==> config.mk <==
export PLATFORM = sky130hd
export DESIGN_NAME = potato1_exec_ctrl
export DESIGN_NICKNAME = d
export VERILOG_FILES = /design/src/rtl/potato1_pkg.sv /design/src/rtl/potato1_tape.sv /design/src/rtl/potato1_exec_ctrl.sv
export SDC_FILE = /design/constraint.sdc
export NUM_CORES = 1
export LEC_CHECK = 0
export ABC_AREA = 1
export CORE_ASPECT_RATIO = 0.5
export CORE_MARGIN = 2
export CORE_UTILIZATION = 60
export DETAILED_ROUTE_END_ITERATION = 7
export PLACE_DENSITY = 0.79
export SYNTH_ARGS = -nofsm -noshare
export SYNTH_HDL_FRONTEND = slang
export SYNTH_SLANG_ARGS = --single-unit
export TNS_END_PERCENT = 10
==> constraint.sdc <==
create_clock -name Clock -period 4 [get_ports Clock]
set_input_delay 0.4 -clock Clock [delete_from_list [all_inputs] [get_ports Clock]]
set_output_delay 0.4 -clock Clock [all_outputs]
set_load 0.01 [all_outputs]
==> src/rtl/potato1_pkg.sv <==
// -----------------------------------------------------------------------------
// potato1_pkg
// Shared definitions for the Potato-1 core and its execution controller:
//   - bit positions of the core's 8-bit command bus
//   - 4-bit program opcodes (the core decodes these, the controller forces HALT)
//   - execution controller FSM states and tape write operations
// -----------------------------------------------------------------------------
package potato1_pkg;

    // Command bus bit indices
    localparam int CMD_PC_INC = 0;
    localparam int CMD_PC_DEC = 1;
    localparam int CMD_X_INC  = 2;
    localparam int CMD_X_DEC  = 3;
    localparam int CMD_A_INC  = 4;
    localparam int CMD_A_DEC  = 5;
    localparam int CMD_PUT    = 6;
    localparam int CMD_GET    = 7;

    // Program opcodes
    localparam logic [3:0] OP_NOP      = 4'b0000;
    localparam logic [3:0] OP_X_INC    = 4'b0001;
    localparam logic [3:0] OP_X_DEC    = 4'b0010;
    localparam logic [3:0] OP_A_INC    = 4'b0011;
    localparam logic [3:0] OP_A_DEC    = 4'b0100;
    localparam logic [3:0] OP_PUT      = 4'b0101;
    localparam logic [3:0] OP_GET      = 4'b0110;
    localparam logic [3:0] OP_LOOP_BEG = 4'b0111;
    localparam logic [3:0] OP_LOOP_END = 4'b1000;
    localparam logic [3:0] OP_HALT     = 4'b1111;

    // Execution controller states
    typedef enum logic [1:0] {
        ST_CLEAR    = 2'd0,
        ST_IDLE     = 2'd1,
        ST_PUT_WAIT = 2'd2,
        ST_GET_WAIT = 2'd3
    } exec_state_t;

    // Tape write source: modify the addressed cell, or load a fresh value
    typedef enum logic {
        TAPE_MODIFY = 1'b0,
        TAPE_LOAD   = 1'b1
    } tape_op_t;

endpackage

==> src/rtl/potato1_tape.sv <==
// -----------------------------------------------------------------------------
// potato1_tape
// DEPTH x 8-bit data tape. Asynchronous read port, one synchronous write port.
// The write value is either load_data or the addressed cell +1/-1 (unchanged
// when inc and dec are both set); that value is also exported so the caller
// can capture the post-modify cell contents in the same cycle.
// Ports:
//   Clock            clock
//   rd_addr/rd_data  async read port
//   wr_en/wr_addr    write strobe and address
//   wr_op            TAPE_MODIFY (inc/dec) or TAPE_LOAD (load_data)
//   load_data        value written for TAPE_LOAD
//   inc/dec          modify controls
//   wr_value         value that a write this cycle would store
// -----------------------------------------------------------------------------
module potato1_tape
    import potato1_pkg::*;
#(
    parameter int DEPTH = 16,
    parameter int AW    = $clog2(DEPTH)
) (
    input  logic          Clock,
    input  logic [AW-1:0] rd_addr,
    output logic [7:0]    rd_data,
    input  logic          wr_en,
    input  logic [AW-1:0] wr_addr,
    input  tape_op_t      wr_op,
    input  logic [7:0]    load_data,
    input  logic          inc,
    input  logic          dec,
    output logic [7:0]    wr_value
);

    logic [7:0] mem [DEPTH];

    assign rd_data = mem[rd_addr];

    // NOTE: every always_comb output gets a default first, so no path can leave it unassigned and infer a latch.
    always_comb begin
        wr_value = mem[wr_addr];
        if (wr_op == TAPE_LOAD) begin
            wr_value = load_data;
        end else if (inc && !dec) begin
            wr_value = mem[wr_addr] + 8'd1;
        end else if (dec && !inc) begin
            wr_value = mem[wr_addr] - 8'd1;
        end
    end

    // NOTE: storage has no reset; it stays a plain register file and the controller clears it by writing zeros.
    always_ff @(posedge Clock) begin
        if (wr_en) begin
            mem[wr_addr] <= wr_value;
        end
    end

endmodule

==> src/rtl/potato1_exec_ctrl.sv <==
// -----------------------------------------------------------------------------
// potato1_exec_ctrl
// Execution controller around the Potato-1 core. Owns PC, data pointer X and
// the data tape; decodes the core command bus; runs PUT/GET handshakes on a
// valid/ready host port; clears the tape after reset while holding the core
// in reset.
// Ports:
//   Clock, Reset_n        clock, async active-low reset
//   cmd                   core command bus (bit indices in potato1_pkg)
//   prog_addr/prog_data   program ROM address (PC) and combinational opcode
//   core_instr            opcode to core, HALT while clearing
//   core_zero             tape[X] == 0
//   core_io_wait          core must stall
//   core_rst_n            core reset, low while clearing
//   out_data/valid/ready  PUT channel to host
//   in_data/valid/ready   GET channel from host
// -----------------------------------------------------------------------------
module potato1_exec_ctrl
    import potato1_pkg::*;
#(
    parameter int PC_W       = 8,
    parameter int TAPE_DEPTH = 16,
    parameter int X_W        = $clog2(TAPE_DEPTH)
) (
    input  logic            Clock,
    input  logic            Reset_n,
    input  logic [7:0]      cmd,
    output logic [PC_W-1:0] prog_addr,
    input  logic [3:0]      prog_data,
    output logic [3:0]      core_instr,
    output logic            core_zero,
    output logic            core_io_wait,
    output logic            core_rst_n,
    output logic [7:0]      out_data,
    output logic            out_valid,
    input  logic            out_ready,
    input  logic [7:0]      in_data,
    input  logic            in_valid,
    output logic            in_ready
);

    exec_state_t     state_q, state_d;
    logic [PC_W-1:0] pc_q, pc_d;
    logic [X_W-1:0]  x_q, x_d;
    logic [X_W-1:0]  clr_idx_q, clr_idx_d;
    logic [7:0]      out_data_q, out_data_d;
    logic            out_valid_q, out_valid_d;
    logic            in_ready_q, in_ready_d;

    logic [7:0]      tape_rd_data;
    logic            tape_wr_en;
    logic [X_W-1:0]  tape_wr_addr;
    tape_op_t        tape_op;
    logic [7:0]      tape_load_data;
    logic [7:0]      tape_wr_value;

    // Tape write controls. In IDLE the modify path works on the cell at the
    // current (pre-update) X, which is also the cell a PUT reports.
    assign tape_wr_addr   = (state_q == ST_CLEAR) ? clr_idx_q : x_q;
    assign tape_op        = (state_q == ST_IDLE) ? TAPE_MODIFY : TAPE_LOAD;
    assign tape_load_data = (state_q == ST_GET_WAIT) ? in_data : 8'd0;
    assign tape_wr_en     = (state_q == ST_CLEAR)
                         || ((state_q == ST_IDLE) && (cmd[CMD_A_INC] || cmd[CMD_A_DEC]))
                         || ((state_q == ST_GET_WAIT) && in_valid);

    potato1_tape #(
        .DEPTH (TAPE_DEPTH),
        .AW    (X_W)
    ) u_tape (
        .Clock     (Clock),
        .rd_addr   (x_q),
        .rd_data   (tape_rd_data),
        .wr_en     (tape_wr_en),
        .wr_addr   (tape_wr_addr),
        .wr_op     (tape_op),
        .load_data (tape_load_data),
        .inc       (cmd[CMD_A_INC]),
        .dec       (cmd[CMD_A_DEC]),
        .wr_value  (tape_wr_value)
    );

    always_comb begin
        state_d     = state_q;
        pc_d        = pc_q;
        x_d         = x_q;
        clr_idx_d   = clr_idx_q;
        out_data_d  = out_data_q;
        out_valid_d = out_valid_q;
        in_ready_d  = in_ready_q;

        unique case (state_q)
            ST_CLEAR: begin
                clr_idx_d = clr_idx_q + X_W'(1);
                if (clr_idx_q == X_W'(TAPE_DEPTH - 1)) begin
                    state_d = ST_IDLE;
                end
            end
            ST_IDLE: begin
                // INC and DEC of a field cancel when both set.
                pc_d = pc_q + PC_W'(cmd[CMD_PC_INC]) - PC_W'(cmd[CMD_PC_DEC]);
                x_d  = x_q + X_W'(cmd[CMD_X_INC]) - X_W'(cmd[CMD_X_DEC]);
                if (cmd[CMD_PUT]) begin
                    out_data_d  = tape_wr_value;
                    out_valid_d = 1'b1;
                    state_d     = ST_PUT_WAIT;
                end else if (cmd[CMD_GET]) begin
                    in_ready_d = 1'b1;
                    state_d    = ST_GET_WAIT;
                end
            end
            ST_PUT_WAIT: begin
                if (out_ready) begin
                    out_valid_d = 1'b0;
                    state_d     = ST_IDLE;
                end
            end
            ST_GET_WAIT: begin
                if (in_valid) begin
                    in_ready_d = 1'b0;
                    state_d    = ST_IDLE;
                end
            end
            default: state_d = ST_CLEAR;
        endcase
    end

    // NOTE: sequential state uses non-blocking assignments so every register samples pre-edge values.
    always_ff @(posedge Clock or negedge Reset_n) begin
        if (!Reset_n) begin
            state_q     <= ST_CLEAR;
            pc_q        <= '0;
            x_q         <= '0;
            clr_idx_q   <= '0;
            out_data_q  <= 8'd0;
            out_valid_q <= 1'b0;
            in_ready_q  <= 1'b0;
        end else begin
            state_q     <= state_d;
            pc_q        <= pc_d;
            x_q         <= x_d;
            clr_idx_q   <= clr_idx_d;
            out_data_q  <= out_data_d;
            out_valid_q <= out_valid_d;
            in_ready_q  <= in_ready_d;
        end
    end

    assign prog_addr    = pc_q;
    assign core_rst_n   = (state_q != ST_CLEAR);
    assign core_instr   = core_rst_n ? prog_data : OP_HALT;
    assign core_zero    = (tape_rd_data == 8'd0);
    assign out_data     = out_data_q;
    assign out_valid    = out_valid_q;
    assign in_ready     = in_ready_q;
    assign core_io_wait = ((state_q == ST_IDLE) && (cmd[CMD_PUT] || cmd[CMD_GET]))
                       || ((state_q == ST_PUT_WAIT) && !out_ready)
                       || ((state_q == ST_GET_WAIT) && !in_valid);

endmodule

After elaboration in Yosys (flattened, before gate mapping). Memory sizes are Yosys's and may differ from the RTL's. Cells that the tools add are included.

Add/subtract/negate cells: 7. Mux-type cells: 21. Reductions and logical operators: 26. Equality and inequality tests: 11.

Operator list (count): 8-bit two-way mux (4); 2-bit two-way mux (5); 2-bit != test, second input constant (5); 8-bit by 1-bit adder with 8-bit output (1); 8-bit by 1-bit adder with 8-bit output, second input constant (1); 8-bit zero test (1); 4-bit two-way mux (2); 2-bit one-hot mux with 4 select lines (1); 4-bit AND reduction (2); 8-bit by 1-bit subtractor with 8-bit output (1); 8-bit by 1-bit subtractor with 8-bit output, second input constant (1); 1-bit logical AND (7); 1-bit two-way mux (7); 1-bit logical OR (6); 2-bit nonzero test (3); 4-bit by 1-bit adder with 4-bit output (1); 4-bit by 1-bit adder with 4-bit output, second input constant (1); 2-bit equality test, second input constant (2); 4-bit equality test, second input constant (1); 1-bit zero test (4); 1-bit one-hot mux with 2 select lines (2); 4-bit by 1-bit subtractor with 4-bit output (1); 3-bit != test, second input constant (1); 3-bit AND reduction (1); other kinds (4) (4).

Register bits after elaboration: 28. Memories: 1. Bits of input ports: 24. Memory bits (writable): 128. Output and inout bits: 25. Logic and storage cells: 73.

Memory list: u_tape.mem (depth 16, width 8, read ports 2, clocked after Yosys merged registers in 0, write ports 1, line potato1_tape.sv:34) `logic [7:0] mem [DEPTH];`.

Longest topological paths before layout. Gate-level depths: netlist of the first run. An unclocked memory read counts as a cell.

Word-level depth: 7. Mapped depth: 23. Gate-level depth less buffers: 22.

Hierarchy. A second synthesis of the first run with hierarchy kept.

Cells, all modules: 996. Area, all modules: 8499.4 um^2.

Modules (own cells, without submodules): potato1_tape (cells each 767, times used 1, area an instance 6739.0 um^2, seq. area each 3843.7 um^2); potato1_exec_ctrl (cells each 229, times used 1, area an instance 1760.4 um^2, seq. area each 700.7 um^2).

Worst setup path before layout of the first run. No wires, ideal clock.

Kind: register -> register. Start point: register x_q[1]. End point: memory u_tape.mem[0][1] (data pin). Data required time: 3.660 ns. Buffers on the path: 2. Period minus slack after synthesis: 3.257 ns. Slack: 0.743 ns. Stages on the path, launching flop included: 14. Setup time: 0.340 ns. Arrival: 2.917 ns. Path through: dfrtp_1 buf_2 inv_1 o21ai_1 clkbuf_1 nand2_1 nand3_1 nand2_1 nor2_4 inv_1 ha_1 nor3_1 a221oi_1 o21ai_0.

Longest elaborated chain between the ends: 6. Elaborated cells between the ends (all ways): 7. Classes of those cells: add/sub: 2; mux: 4; memory: 1.

Ends and longest elaborated chain: from (decl) (line potato1_exec_ctrl.sv:44) `logic [X_W-1:0] x_q, x_d;`; from (signal assigned) (line potato1_exec_ctrl.sv:132) `x_q <= '0;`; from (signal assigned) (line potato1_exec_ctrl.sv:140) `x_q <= x_d;`; 4-bit two-way mux (*) (line potato1_exec_ctrl.sv:59) `assign tape_wr_addr = (state_q == ST_CLEAR) ? clr_idx_q : x_q;`; memory read 16 x 8 bit (*); 8-bit by 1-bit subtractor with 8-bit output (line potato1_tape.sv:46) `wr_value = mem[wr_addr] - 8'd1;`; 8-bit two-way mux (line potato1_tape.sv:45) `end else if (dec && !inc) begin`; 8-bit two-way mux (*) (line potato1_tape.sv:43) `end else if (inc && !dec) begin`; 8-bit two-way mux (*) (line potato1_tape.sv:41) `if (wr_op == TAPE_LOAD) begin`; named net tape_wr_value[1] (line potato1_exec_ctrl.sv:55) `logic [7:0] tape_wr_value;`; to (decl) (line potato1_tape.sv:34).

Mark *: on every way through the listed nets, which the timed path passes. The rest lies on a longest branch.

Worst setup path after layout of the first run.
Start point: register state_q[0]. End point: memory u_tape.mem[11][1] (data pin).

Longest elaborated chain between the ends: 7. Elaborated cells between the ends (all ways): 11. Classes of those cells: add/sub: 2; eq/ne: 2; mux: 5; reduce/logical: 1; memory: 1.

Ends and longest elaborated chain: from (decl) (line potato1_exec_ctrl.sv:42) `exec_state_t state_q, state_d;`; from (signal assigned) (line potato1_exec_ctrl.sv:138) `state_q <= state_d;`; 2-bit zero test (line potato1_exec_ctrl.sv:59); 4-bit two-way mux (line potato1_exec_ctrl.sv:59); memory read 16 x 8 bit; 8-bit by 1-bit subtractor with 8-bit output (line potato1_tape.sv:46); 8-bit two-way mux (line potato1_tape.sv:45); 8-bit two-way mux (line potato1_tape.sv:43); 8-bit two-way mux (*) (line potato1_tape.sv:41); named net tape_wr_value[1] (line potato1_exec_ctrl.sv:55).

Marked as above.

==> out/results.tsv, run 1 <==
metric	value	unit
die_area	14400	µm²
netlist_area	8030	µm²
fp-row-count	29	
drc	0	
yosys_register_bits	156	
synth-seq-area-share	56.6	%
post_cts_resized	0	
grt_max_degree	34	
slew_headroom	46.8	%
rsz0062_at_grt	no	
arrival	3.75	ns
cts_setup_buffers	0	
io_pins	49	
finalMaxSlewViolations	0	
cts_num_sinks	156	
insertedDiodeCount	0	
synth_top_area_cell	edfxtp_1	
synth_nets	939	
wl_met3	2820	µm
nets	1014	
synth_common_cells	nand2_1 (313), edfxtp_1 (128), inv_1 (97)	
cap_violations	0	
cts_buffers	17	
period_share	86.7	%
hold_viol	0	
syn_area_per_cell	8.94	µm²
critPathCaptureType	flop	
clkTransAtPathRegs	0.07	ns
cts-root-buf	clkbuf_16	
setup_tns	0	ns
dr_wl_met2	10100	µm
drive_above_1_share	9.74	%
ctsHtreeMaxLevel	4	
routed.top_layer	met4	
tightestPinTransition	0.795	ns
die_h	85.8	µm
yosysUniqueCellTypes	42	
max_freq	0.288	GHz
die_width	168	µm
dr.pass1.iters	7	
grt_pass1_wl	35800	µm
outcome	finished clean	
ant_nets	0	
wl_per_cell	19.7	µm
required	4.28	ns
antenna_found_initial	0	
ir_worst_vdd	0.722	mV
synthArstFlopShare	17.9	%
yosysMostFrequentCell	nand2_1	
finalHoldWorstSlack	0.350	ns
first_iter_violations	924	
vias	6888	
portBuffers	48	
setup_viol	0	
power.density	1020	nW/µm²
clk_path_buf_depth	2	
via_per_inst	5.96	
synth_top_area_share	47.9	%
setup_ws	0.530	ns
synth_ff_type	edfxtp_1	
hold_buffers	0	
synth_cells	898	
hold_class	in2async	
period_needed	3.47	ns
wl	22800	µm
place.gp.congestion	0.977	
dp_hpwl	15700	µm
fp.coreArea	12800	µm²
pre_cts_slack	0.0843	ns
area_growth	17.5	%
globalRouteOverflowTotal	0	
power_leakage	4.13	nW
initial_core_util	62.5	%
synthTopCellsByArea	edfxtp_1 (48%), nand2_1 (15%), dfrtp_1 (8.7%)	
met1_length	9180	µm
cts_tree	done	
crit_path_start_kind	flop	
skew	0.0121	ns
grt_pass1_vias	6813	
synth_warnings	0	
grtUsageTotal	33.4	%
critPathMaxFanout	33	
critical_path_class	reg2reg	
synth-edff-count	128	
clock_latency	0.44	ns
fillers	912	
[per-stage QoR]
stage / power, mW / instances / instance area [µm²] / util, %
detailed placement: 7.81 / 1123 / 8850 / 68.9
CTS: 9.43 / 1155 / 9420 / 73.3
finish: 9.60 / 1156 / 9430 / 73.4
global placement: 7.69 / 1123 / 8850 / 68.9
global route: 10.2 / 1156 / 9430 / 73.4
floorplan: 5.97 / 898 / 8030 / -
[cell usage in the layout, fill, tap and decap left out, types with 9 or more instances in the layout]
cell type        count
o21ai_0             45
edfxtp_1           128
clkbuf_16           19
nor3_1              23
nor2_1              61
nand2_1            313
inv_1               97
dfrtp_1             28
nand3b_1            10
a21oi_1             11
ha_1                15
buf_4               33
o21ai_1              9
nand3_1             53
clkdlybuf4s50_1     48
[flip-flops by register name, summed over array words and instances (netlist names)]
name / count
u_tape.mem: 128
out_data: 8
prog_addr: 8
clr_idx_q: 4
x_q: 4
state_q: 2
in_ready: 1
out_valid: 1
[worst paths after layout]
kind | slack (ns) | endpoint | startpoint | cells past startpoint
min reg2reg | 0.48 | out_data[0] | out_data[0] | 2
min | 0.35 | in_ready | Reset_n | 2
max reg2reg | 0.53 | u_tape.mem[11][1] | state_q[0] | 17
max in group asynchronous | 3.38 | clr_idx_q[1] | Reset_n | 2
max | 0.53 | u_tape.mem[11][1] | state_q[0] | 17
min in group Clock | 0.48 | out_data[0] | out_data[0] | 2
[critical path: stages, from the launching register on]
cell,delay (ns)
dfrtp_1,0.47
nor2_4,0.40
nand2_4,0.09
nand2_4,0.20
buf_12,0.22
inv_1,0.10
nand2_1,0.11
nor2_1,0.05
nor2_1,0.10
nand2_1,0.05
nand2_1,0.10
nor2_4,0.04
inv_1,0.07
ha_1,0.24
nor3_1,0.19
a221oi_1,0.07
o21ai_1,0.54
buf_6,0.25
[final cells by class]
cell class | count | area, µm² | share of cell area, %
Inverter | 104 | 390 | 4.14
Timing Repair Buffer | 83 | 759 | 8.05
Tap cell | 170 | 213 | 2.26
Sequential cell | 156 | 4540 | 48.2
Multi-Input combinational cell | 611 | 2950 | 31.3
Clock inverter | 10 | 75.1 | 0.796
Clock buffer | 22 | 497 | 5.27
[power breakdown]
| part | total [mW] | leakage [nW] | internal, mW | switching [mW] |
|---|---|---|---|---|
| clock network | 1.57 | 0.283 | 0.892 | 0.681 |
| logic | 5.12 | 2.34 | 1.60 | 3.51 |
| registers | 2.91 | 1.51 | 2.65 | 0.258 |
| total | 9.60 | 4.13 | 5.15 | 4.45 |
[logic make-up (layout without fill, tap and decap cells)]
| logic type | Yosys count | in the layout | synth area share [%] |
|---|---|---|---|
| and+or+nand+nor | 497 | 497 | 26.4 |
| AOI/OAI and AO/OA | 91 | 91 | 6.80 |
| buffers and inverters | 131 | 219 | 6.69 |
| xor gates and xnor gates | 6 | 6 | 0.655 |
| adders and majority gates | 17 | 17 | 2.84 |
| DFF | 156 | 156 | 56.6 |
[routing by layer]
metal	global-route usage [%]	up-vias
li1	-	3127
met1	45.2	3217
met2	53.1	471
met3	9.28	73
met4	11.5	0
met5	0	-
No activity file was read; power rests on OpenSTA's default activity.
==> inputs of run 2 (changes only) <==
--- a/config.mk
+++ b/config.mk
@@ -8,9 +8,10 @@
 export ABC_AREA = 1
 export CORE_ASPECT_RATIO = 0.5
 export CORE_MARGIN = 2
-export CORE_UTILIZATION = 60
+export CORE_UTILIZATION = 50
 export DETAILED_ROUTE_END_ITERATION = 7
-export PLACE_DENSITY = 0.79
+export HOLD_SLACK_MARGIN = 0.08
+export PLACE_DENSITY = 0.68
 export SYNTH_ARGS = -nofsm -noshare
 export SYNTH_HDL_FRONTEND = slang
 export SYNTH_SLANG_ARGS = --single-unit
==> run 2 against run 1 <==
Against the previous run:
- critical path depth is 2 higher
- highest routed layer unchanged
- via count fell by 4.3%
- critical endpoint is now u_tape.mem[5][7]
- largest cell class unchanged
- non-clock buffer count decreased by 15
- combinational power fell by 4.1%
- core utilization is 13 points lower
==> out/results.tsv, run 2 (synthesized netlist as in run 1, its figures left out) <==
metric	value	unit	change
cts_buffers	17		unchanged
comb_power_share	52.5	%	-0.8 points
clock_latency	0.43	ns	about the same
fillers	1339		+47%
hold_buffers	0		unchanged
via_per_inst	5.61		-5.8%
cts_num_sinks	156		unchanged
wl	21800	µm	-4.4%
insertedDiodeCount	0		unchanged
ant_nets	0		unchanged
tightestPinTransition	1.19	ns	+0.396 ns
multiInputGateArea	2950	µm²	unchanged
skew	0.0104	ns	-0.00163 ns
swShare	46.2	%	-0.12 points
pre_cts_slack	0.566	ns	+0.482 ns
cts-root-buf	clkbuf_16		
hold_class	reg2reg		
ir_worst_vdd	0.526	mV	-27%
grt_pass1_vias	6281		-7.8%
initial_core_util	51.7	%	-11 points
fp.coreArea	15500	µm²	+21%
first_iter_violations	572		-38%
internal-power	5.03	mW	-2.3%
register_area	4540	µm²	unchanged
rsz0062_at_grt	no		
placed_area	8800	µm²	-0.57%
period_share	88.1	%	+1.4 points
regMostFlops	u_tape.mem		
dr.pass1.iters	5		-2
hold_viol	0		unchanged
required	3.96	ns	-0.32 ns
area_growth	16.5	%	
slew_headroom	20.4	%	-26 points
pwr-share-clk	16.4	%	about the same
die_h	93.6	µm	+9.1%
io_pins	49		unchanged
setup_ws	0.475	ns	-0.0548 ns
cts_tree	done		
critical_path_class	reg2reg		
die_area	17100	µm²	+19%
vias	6592		-4.3%
clk_path_buf_depth	2		unchanged
dp_hpwl	15200	µm	-3.5%
clkTransAtPathRegs	0.06	ns	about the same
power_leakage	4.06	nW	-1.9%
fp-row-count	32		+10%
critPathCaptureType	flop		
setup_viol	0		unchanged
period_needed	3.52	ns	+0.0548 ns
max_freq	0.284	GHz	-1.6%
place.gp.congestion	0.965		-1.2%
drc	0		unchanged
p_switching	4.33	mW	-2.8%
globalRouteOverflowTotal	0		unchanged
wl_per_cell	18.5	µm	-5.9%
outcome	finished clean		
finalMaxSlewViolations	0		unchanged
setup_tns	0	ns	unchanged
nets	999		-1.5%
cts_setup_buffers	0		unchanged
finish.utilization	60.2	%	-13 points
final_cell_mix	nand2_1 (313), edfxtp_1 (128), inv_1 (97), nor2_1 (61), nand3_1 (53)		
antenna_found_initial	0		unchanged
dp_cells	1143		+1.8%
power.density	1000	nW/µm²	-1.8%
drive_above_1_share	8.14	%	-1.6 points
grtUsageTotal	27.0	%	-6.4 points
power_frac_seq	31.1	%	+0.8 points
grt_max_degree	43		+26%
portBuffers	48		unchanged
arrival	3.49	ns	-0.26 ns
critPathMaxFanout	42		+27%
ctsHtreeMaxLevel	4		unchanged
die_width	183	µm	+9.3%
largest_reg_flops	128		unchanged
final_common_cell	nand2_1		
post_cts_resized	0		unchanged
stdcell_area	9360	µm²	-0.78%
final_cell_count_no_fill	1175		+1.6%
cap_violations	0		unchanged
crit_path_start_kind	flop		
grt_pass1_wl	33800	µm	-5.5%
run 2: area by class of cell:
cell class                      count  share of cell area, %
Sequential cell                   156                   48.6
Multi-Input combinational cell    611                   31.5
Timing Repair Buffer               68                   7.01
Clock buffer                       23                   5.35
Inverter                          104                   4.17
Tap cell                          204                   2.73
Clock inverter                      9                  0.629
run 2: power groups by stage:
stage          clock network (mW)  logic, mW  registers, mW
2_1_floorplan                   0       3.07           2.90
3_3_place_gp                    0       4.74           2.92
3_5_place_dp                    0       4.82           2.92
4_1_cts                      1.54       4.84           2.90
5_1_grt                      1.62       5.42           2.95
6_report                     1.54       4.91           2.91
run 2: worst paths after layout:
path	from	end	slack, ns	cells after the start
worst max register to register	state_q[0]	u_tape.mem[5][7]	0.48	19
worst min register to register	out_data[4]	out_data[4]	0.48	2
worst min-delay path	out_data[4]	out_data[4]	0.48	2
max in group asynchronous	Reset_n	out_data[5]	2.68	1
min in group asynchronous	Reset_n	prog_addr[7]	0.60	1
worst max-delay path	state_q[0]	u_tape.mem[5][7]	0.48	19
run 2: routing by layer:
metal | track usage, % | share of wire (%)
met2 | 41.5 | 43
met3 | 7.01 | 9.0
met5 | 0 | 0
met4 | 9.93 | 2.9
met1 | 37.1 | 45
run 2: worst max-delay path: stages, from the launching register on:
cell     delay (ns)
dfrtp_1        0.46
nor2_4         0.36
nand2_4        0.09
nand2_4        0.26
buf_12         0.25
nand2_1        0.07
nand2_1        0.06
nand2_1        0.06
nand2_1        0.08
nand2_1        0.04
nand2_1        0.18
inv_2          0.04
nand2_1        0.10
nand2_1        0.07
nor2_2         0.11
nand3_1        0.12
nand2_1        0.08
nand2_1        0.05
nand3_1        0.06
nand2_1        0.47
run 2: per-stage QoR:
stage	total power [mW]	hold WS, ns
after global placement	7.66	0.459
after floorplan	5.97	0.104
after detailed placement	7.75	0.467
final	9.36	0.477
after CTS	9.29	0.481
after global routing	9.99	0.495
